===== config.mk =====
export PLATFORM = sky130hd
export DESIGN_NAME = wb_trace_buffer
export DESIGN_NICKNAME = d
export VERILOG_FILES = /design/src/rtl/wb_trace_buffer.sv
export SDC_FILE = /design/constraint.sdc
export NUM_CORES = 2
export LEC_CHECK = 0
export CORE_MARGIN = 2
export CORE_UTILIZATION = 50
export DETAILED_ROUTE_END_ITERATION = 10
export PLACE_DENSITY_LB_ADDON = 0.1
export SLEW_MARGIN = 30
export SYNTH_ARGS = -nofsm -noshare
export SYNTH_HDL_FRONTEND = slang
export SYNTH_SLANG_ARGS = --single-unit

===== constraint.sdc =====
create_clock -name clk -period 2.5 [get_ports clk]
set_clock_uncertainty 0.05 [all_clocks]
set_input_delay 0.5 -clock clk [delete_from_list [all_inputs] [get_ports clk]]
set_output_delay 0.5 -clock clk [all_outputs]
set_load 0.05 [all_outputs]

===== src/rtl/wb_trace_buffer.sv =====
// Write-back commit trace buffer.
// Records {pc, rd, data} for every architectural register write leaving
// MEM/WB into a circular buffer. Three capture modes are supported: continuous
// wrap, stop-when-full, and PC trigger with a post-trigger depth. A frozen
// trace drains through a valid/ready read port.
module wb_trace_buffer #(
  parameter  int XLEN  = 32,
  parameter  int RD_W  = 5,
  parameter  int DEPTH = 16,
  localparam int AW    = $clog2(DEPTH)
) (
  input  logic            clk,
  input  logic            reset,
  input  logic            wb_valid,
  input  logic [RD_W-1:0] wb_rd,
  input  logic [XLEN-1:0] wb_data,
  input  logic [XLEN-1:0] wb_pc,
  input  logic            arm,
  input  logic [1:0]      mode,
  input  logic [XLEN-1:0] trig_pc,
  input  logic [AW-1:0]   post_count,
  output logic            rd_valid,
  input  logic            rd_ready,
  output logic [XLEN-1:0] rd_pc,
  output logic [RD_W-1:0] rd_rd,
  output logic [XLEN-1:0] rd_data,
  output logic [AW:0]     count,
  output logic            capturing,
  output logic            frozen,
  output logic            triggered,
  output logic [15:0]     overflow
);

  typedef enum logic [1:0] {S_IDLE, S_CAPTURE, S_POST, S_FROZEN} state_t;

  // Mode 2'b11 matches neither code below, so it falls through to wrap.
  localparam logic [1:0]  M_STOP   = 2'b01;
  localparam logic [1:0]  M_TRIG   = 2'b10;
  localparam logic [AW:0] FULL_CNT = (AW+1)'(DEPTH);

  state_t            state;
  logic [AW-1:0]     wr_ptr, rd_ptr, remaining, post_q;
  logic [1:0]        mode_q;
  logic [XLEN-1:0]   trig_pc_q;

  logic [XLEN-1:0]   mem_pc   [DEPTH];
  logic [RD_W-1:0]   mem_rd   [DEPTH];
  logic [XLEN-1:0]   mem_data [DEPTH];

  logic cap_ev, full, pop, pc_hit;

  // Event qualification; x0 writes never enter the trace.
  always_comb begin
    cap_ev = wb_valid && (wb_rd != '0) && (state == S_CAPTURE || state == S_POST);
    full   = (count == FULL_CNT);
    pop    = rd_valid && rd_ready;
    pc_hit = (state == S_CAPTURE) && (mode_q == M_TRIG) && (wb_pc == trig_pc_q);
  end

  assign rd_valid  = (state == S_IDLE || state == S_FROZEN) && (count != '0);
  assign capturing = (state == S_CAPTURE || state == S_POST);
  assign frozen    = (state == S_FROZEN);
  assign rd_pc     = mem_pc[rd_ptr];
  assign rd_rd     = mem_rd[rd_ptr];
  assign rd_data   = mem_data[rd_ptr];

  // Entry storage; cleared on reset so the read outputs come up as zero.
  always_ff @(posedge clk or negedge reset) begin
    if (!reset) begin
      for (int i = 0; i < DEPTH; i++) begin
        mem_pc[i]   <= '0;
        mem_rd[i]   <= '0;
        mem_data[i] <= '0;
      end
    end else if (!arm && cap_ev) begin
      mem_pc[wr_ptr]   <= wb_pc;
      mem_rd[wr_ptr]   <= wb_rd;
      mem_data[wr_ptr] <= wb_data;
    end
  end

  // Capture/read control FSM with pointers, occupancy and status.
  always_ff @(posedge clk or negedge reset) begin
    if (!reset) begin
      state     <= S_IDLE;
      wr_ptr    <= '0;
      rd_ptr    <= '0;
      count     <= '0;
      overflow  <= '0;
      triggered <= 1'b0;
      remaining <= '0;
      mode_q    <= '0;
      trig_pc_q <= '0;
      post_q    <= '0;
    end else if (arm) begin
      // Arm wins over a coincident capture event or read.
      state     <= S_CAPTURE;
      wr_ptr    <= '0;
      rd_ptr    <= '0;
      count     <= '0;
      overflow  <= '0;
      triggered <= 1'b0;
      remaining <= '0;
      mode_q    <= mode;
      trig_pc_q <= trig_pc;
      post_q    <= post_count;
    end else begin
      case (state)
        S_CAPTURE, S_POST: begin
          if (cap_ev) begin
            wr_ptr <= wr_ptr + 1'b1;
            if (full) begin
              // Oldest entry is overwritten; the read side follows along.
              rd_ptr <= rd_ptr + 1'b1;
              if (overflow != 16'hFFFF) overflow <= overflow + 16'd1;
            end else begin
              count <= count + 1'b1;
            end
            if (mode_q == M_STOP && count == FULL_CNT - 1'b1) begin
              state <= S_FROZEN;
            end else if (pc_hit) begin
              triggered <= 1'b1;
              if (post_q == '0) begin
                state <= S_FROZEN;
              end else begin
                state     <= S_POST;
                remaining <= post_q;
              end
            end else if (state == S_POST) begin
              remaining <= remaining - 1'b1;
              if (remaining == AW'(1)) state <= S_FROZEN;
            end
          end
        end
        default: begin
          if (pop) begin
            rd_ptr <= rd_ptr + 1'b1;
            count  <= count - 1'b1;
            if (state == S_FROZEN && count == (AW+1)'(1)) state <= S_IDLE;
          end
        end
      endcase
    end
  end

endmodule


# Word level (Yosys, flattened, before mapping)
# Cells that the tools add are included.
[classes] n_lt_le_gt_ge=3 reduce_logical=33 n_eq_ne=18 bitwise=2 add_sub_neg=6 muxes=56
[ops] op="$bwmux 512" n=2
[ops] op="$bmux 32 s4" n=2
[ops] op="$mux 32" n=5
[ops] op="$demux 32 s4" n=1
[ops] op="$bwmux 80" n=1
[ops] op="$mux 16" n=5
[ops] op="$mux 4" n=15
[ops] op="$mux 5" n=8
[ops] op="$eq 32x32->1" n=1
[ops] op="$bmux 5 s4" n=1
[ops] op="$demux 5 s4" n=1
[ops] op="$mux 2" n=9
[ops] op="$add 16x1->16 const B" n=1
[ops] op="$ne 16x16->1 const B" n=1
[ops] op="$ne 3x3->1 const B" n=4
[ops] op="$ge 5x5->1 const B" n=2
[ops] op="$logic_and 1x1->1" n=10
[ops] op="$ne 5x5->1 const B" n=2
[ops] op="$not 4->5" n=2
[ops] op="$reduce_and 5->1" n=2
[ops] op="$reduce_bool 2->1" n=5
[ops] op="$reduce_bool 5->1" n=2
[ops] op="$reduce_bool 3->1" n=3
[ops] op="$add 4x1->4 const B" n=2
[ops] op="20 further kinds" n=31
[word_totals] register_bits=1178 wordCells=176

# Depth between registers and ports, before layout
[logic_depth] word_depth=8 ltp_mapped=11 mapped_depth_nobuf=9

# Worst setup path before layout
# OpenSTA, ideal clock, no wires.
[synth_timing] kind="register to output" start="reg rd_ptr[0]" end="out rd_data[24]" t_required_ps=1950 stages_incl_launch_ff=6 t_arrival_ps=2217 path_slack_ps=-267 cell_sequence="dfrtp_1 -> buf_2 -> buf_2 -> buf_2 -> mux4_2 -> mux4_2"
[synth_via] elab_chain_cells=4
[synth_lines] element="from (decl)" line_no="42" source="logic [AW-1:0] wr_ptr, rd_ptr, remaining, post_q;"
[synth_lines] element="from (signal assigned)" line_no="114" source="rd_ptr <= rd_ptr + 1'b1;"
[synth_lines] element="from (signal assigned)" line_no="137" source="rd_ptr <= rd_ptr + 1'b1;"
[synth_lines] element="$not 4->5 (implied by the code)" line_no="65" source="assign rd_data = mem_data[rd_ptr];"
[synth_lines] element="$bmux 32 s4" line_no="65"
[synth_lines] element="$mux 32 (implied by the code) (2 in series)" line_no="65"
[synth_lines] element="to (decl)" line_no="26" source="output logic [XLEN-1:0] rd_data,"
# Every way passes these cells. The select of a mux whose other input is x is not followed.

# Final worst setup path
[layout_timing] start="reg rd_ptr[0]" end="out rd_pc[25]"
[layout_via] elab_chain_cells=4
[layout_lines] element="$not 4->5 (implied by the code)" line_no="63" source="assign rd_pc = mem_pc[rd_ptr];"
[layout_lines] element="$bmux 32 s4" line_no="63"
[layout_lines] element="$mux 32 (implied by the code) (2 in series)" line_no="63"
[layout_lines] element="to (decl)" line_no="24" source="output logic [XLEN-1:0] rd_pc,"
# Every way passes these cells. The select of a mux whose other input is x is not followed.

==> results.yml <==
die:
  rows: 120
  dieArea_mm2: 0.111
  core_area_mm2: 0.107
  start_util_pct: 50.5
  io_pins: 206
  die_width_um: 333
  fp.dieH_um: 333
placement:
  finalWeightedCongestion: 0.808
  placed_cell_area_mm2: 0.0593
  hpwl_um: 87900
  dp.cells: 4846
  io_buffers: 205
timing:
  rsz0062_at_grt: "true"
  max_freq_ghz: 0.287
  hold_viol: 0
  worst_pin_slew_ns: 0.764
  tns_ns: -64.94
  finalMaxSlewViolations: 0
  maxSlewHeadroom_pct: 49.1
  report.final.setup_viol: 135
  period_share_pct: 139
  setup_ws_ns: -0.986
  period_minus_slack_ns: 3.49
route:
  firstDrtPassIters: 5
  ant_nets: 0
  wl_met3_um: 6160
  routed_wl_um: 147000
  vias_per_cell: 6.01
  drt_iter0_drc: 1855
  dr.max_layer_used: "met5"
  wl_met2_um: 73800
  drc: 0
  vias: 31100
  wl_met1_um: 64200
  wire_per_inst_um: 28.4
yosys:
  async_flop_share_pct: 100
  synth_edf_count: 0
  syn_area_mm2: 0.0542
  synth.distinct_cells: 57
  ys_warn_count: 0
  synth.area.top_cells: "dfrtp_1 54%, mux2_2 22%, mux4_2 14%"
  synth_area_per_cell_um2: 16.5
  synthFlopType: "dfrtp_1"
  synth_cells: 3280
  synth.top_cell.area_share_pct: 54.3
  yosysTopAreaCell: "dfrtp_1"
  synth_nets: 3408
  ys_seq_elements: 1178
  ys_seq_area_share_pct: 54.3
critical_path:
  worst_setup_path_start_kind: "flop"
  cp-end-kind: "primary output"
  cp_max_fo: 16
  arrival_ns: 2.94
  slowest_stage: "mux4_2"
  critical_path_cell_count: 5
  critPathMaxStageDelay_ns: 0.55
  cp_top_family: "multiplexers"
  required_ns: 1.95
  cp_num_buf_inv: 3
  path_cells: "buf_12 -> buf_12 -> mux4_2 -> mux4_2 -> buf_4"
  crit_type: "flop to primary output"
  r2r.worst_path.cells: 10
final_layout:
  final_common_cell: "dfrtp_1"
  area_growth_pct: 21.7
  register_area_mm2: 0.0295
  fill_cells: 7740
  final_cells: 5168
  num-nets-final: 3796
  mostFrequentLayoutCells: "1,172 x dfrtp_1, 1,056 x mux2_2, 345 x mux4_2"
  diodes: 0
  fin_area_mm2: 0.0660
  multiInputGateArea_mm2: 0.0232
  final_layout_size_suffix_gt1_share_pct: 57.2
pwr:
  power.density_mw_per_mm2: 926
  ir_drop_uv: 750
  cellLeakagePower_uw: 0.0316
clock_network:
  clk_pin_slew_ns: 0.06
  cts_sinks: 1178
  numCtsBuffers: 132
  clockBufferDepth: 3
  htree_levels: 4
  cts_tree: "yes"
  clkLatencyLatePin_ns: 0.73
  cts-root-buf: "clkbuf_16"
global_routing:
  grt_max_degree: 117
  grt_pass1_wl_um: 213000
  gr-total-overflow: 0
  track_usage_pct: 25.4
  grt_pass1_vias: 34100
  grt_antenna_before_repair: 4
flow_run:
  cap_violations: 0
status:
  status: "finished with violations"
  violations: "negative setup slack"
hold_path:
  hold_class: "input port to asynchronous set/reset pin"
-- final timing paths --
| path | startpoint | to | slack (ns) |
|---|---|---|---|
| hold reg to reg | mem_rd[6] | mem_rd[6] | 0.43 |
| setup reg to reg | state[1] | mem_pc[113] | -0.04 |
| min in group clk | post_count[1] | post_q[1] | 0.31 |
| hold / removal | reset | mem_pc[183] | 0.17 |
| max in group asynchronous | reset | mem_data[156] | 1.13 |
| setup / recovery | rd_ptr[0] | rd_pc[25] | -0.99 |
-- per-layer routing --
| layer | up-vias | GRT usage (%) |
|---|---|---|
| met5 | - | 0 |
| met4 | 6 | 5.77 |
| met3 | 184 | 3.47 |
| met2 | 641 | 42.8 |
| met1 | 17200 | 35.2 |
| li1 | 13100 | - |
-- stage by stage --
stage / hold slack, ns / util (%) / setup WS, ns / total power, uW
detailed placement: 0.329 / 55.2 / -0.673 / 40700
CTS: 0.140 / 60.0 / -1.04 / 61500
finish: 0.175 / 61.5 / -0.986 / 61100
global placement: 0.325 / 55.2 / -0.657 / 40200
global route: 0.172 / 61.5 / -1.05 / 63600
floorplan: 0.154 / - / -0.00837 / 34500
-- cell type report --
type                       instances  share of cell area (%)
clock buffer                     200                    6.00
multi-input combinational       1789                    35.1
inverter                          15                  0.0985
clock inverter                    31                   0.584
tap                             1403                    2.66
sequential                      1178                    44.7
timing repair buffer             552                    10.9
-- cells by family after synthesis --
| kind of cell | synth area share, % |
|---|---|
| adder cells (fa/ha/maj) | 0.369 |
| AO/OA/AOI/OAI | 0.791 |
| AND/OR/NAND/NOR | 1.86 |
| flip-flops | 54.3 |
| XOR/XNOR | 0.727 |
| buffers and inverters | 3.86 |
| multiplexers | 38.1 |
-- synthesized netlist by cell type, drive strengths merged (9+ instances only) --
cell type and instances:
a21oi 22, buf 157, clkbuf 149, dfrtp 1178, ha 16, inv 15
mux2 1128, mux4 345, nand2 59, nand3 9, nand4 9, nor2 31
nor3 10, nor4 19, o21ai 39, or3 10, xor2 42
-- where the power goes --
group,switching (uW),internal (uW),leakage [uW],total [uW]
Combinational,10400,9100,0.0134,19500
Sequential,1110,21100,0.0161,22300
Clock,7680,11700,0.00215,19400
-- repair_timing --
| action | 4_1_cts | 5_1_grt |
|---|---|---|
| gates cloned | 8 | 48 |
| endpoints found under the setup margin | 1199 | 492 |
| resized for setup | 109 | 108 |
| hold buffers | 1 | 0 |
| hold endpoints to repair | 253 | 0 |
| pin swaps | 7 | 7 |
| setup buffers | 23 | 21 |
-- flip-flops by register name, indices dropped and copies added, names as in the netlist, 5 cells and up --
signal,flops
mem_data,512
mem_pc,512
mem_rd,80
trig_pc_q,32
overflow,16
count,5
(Power assumes the default switching activity.)
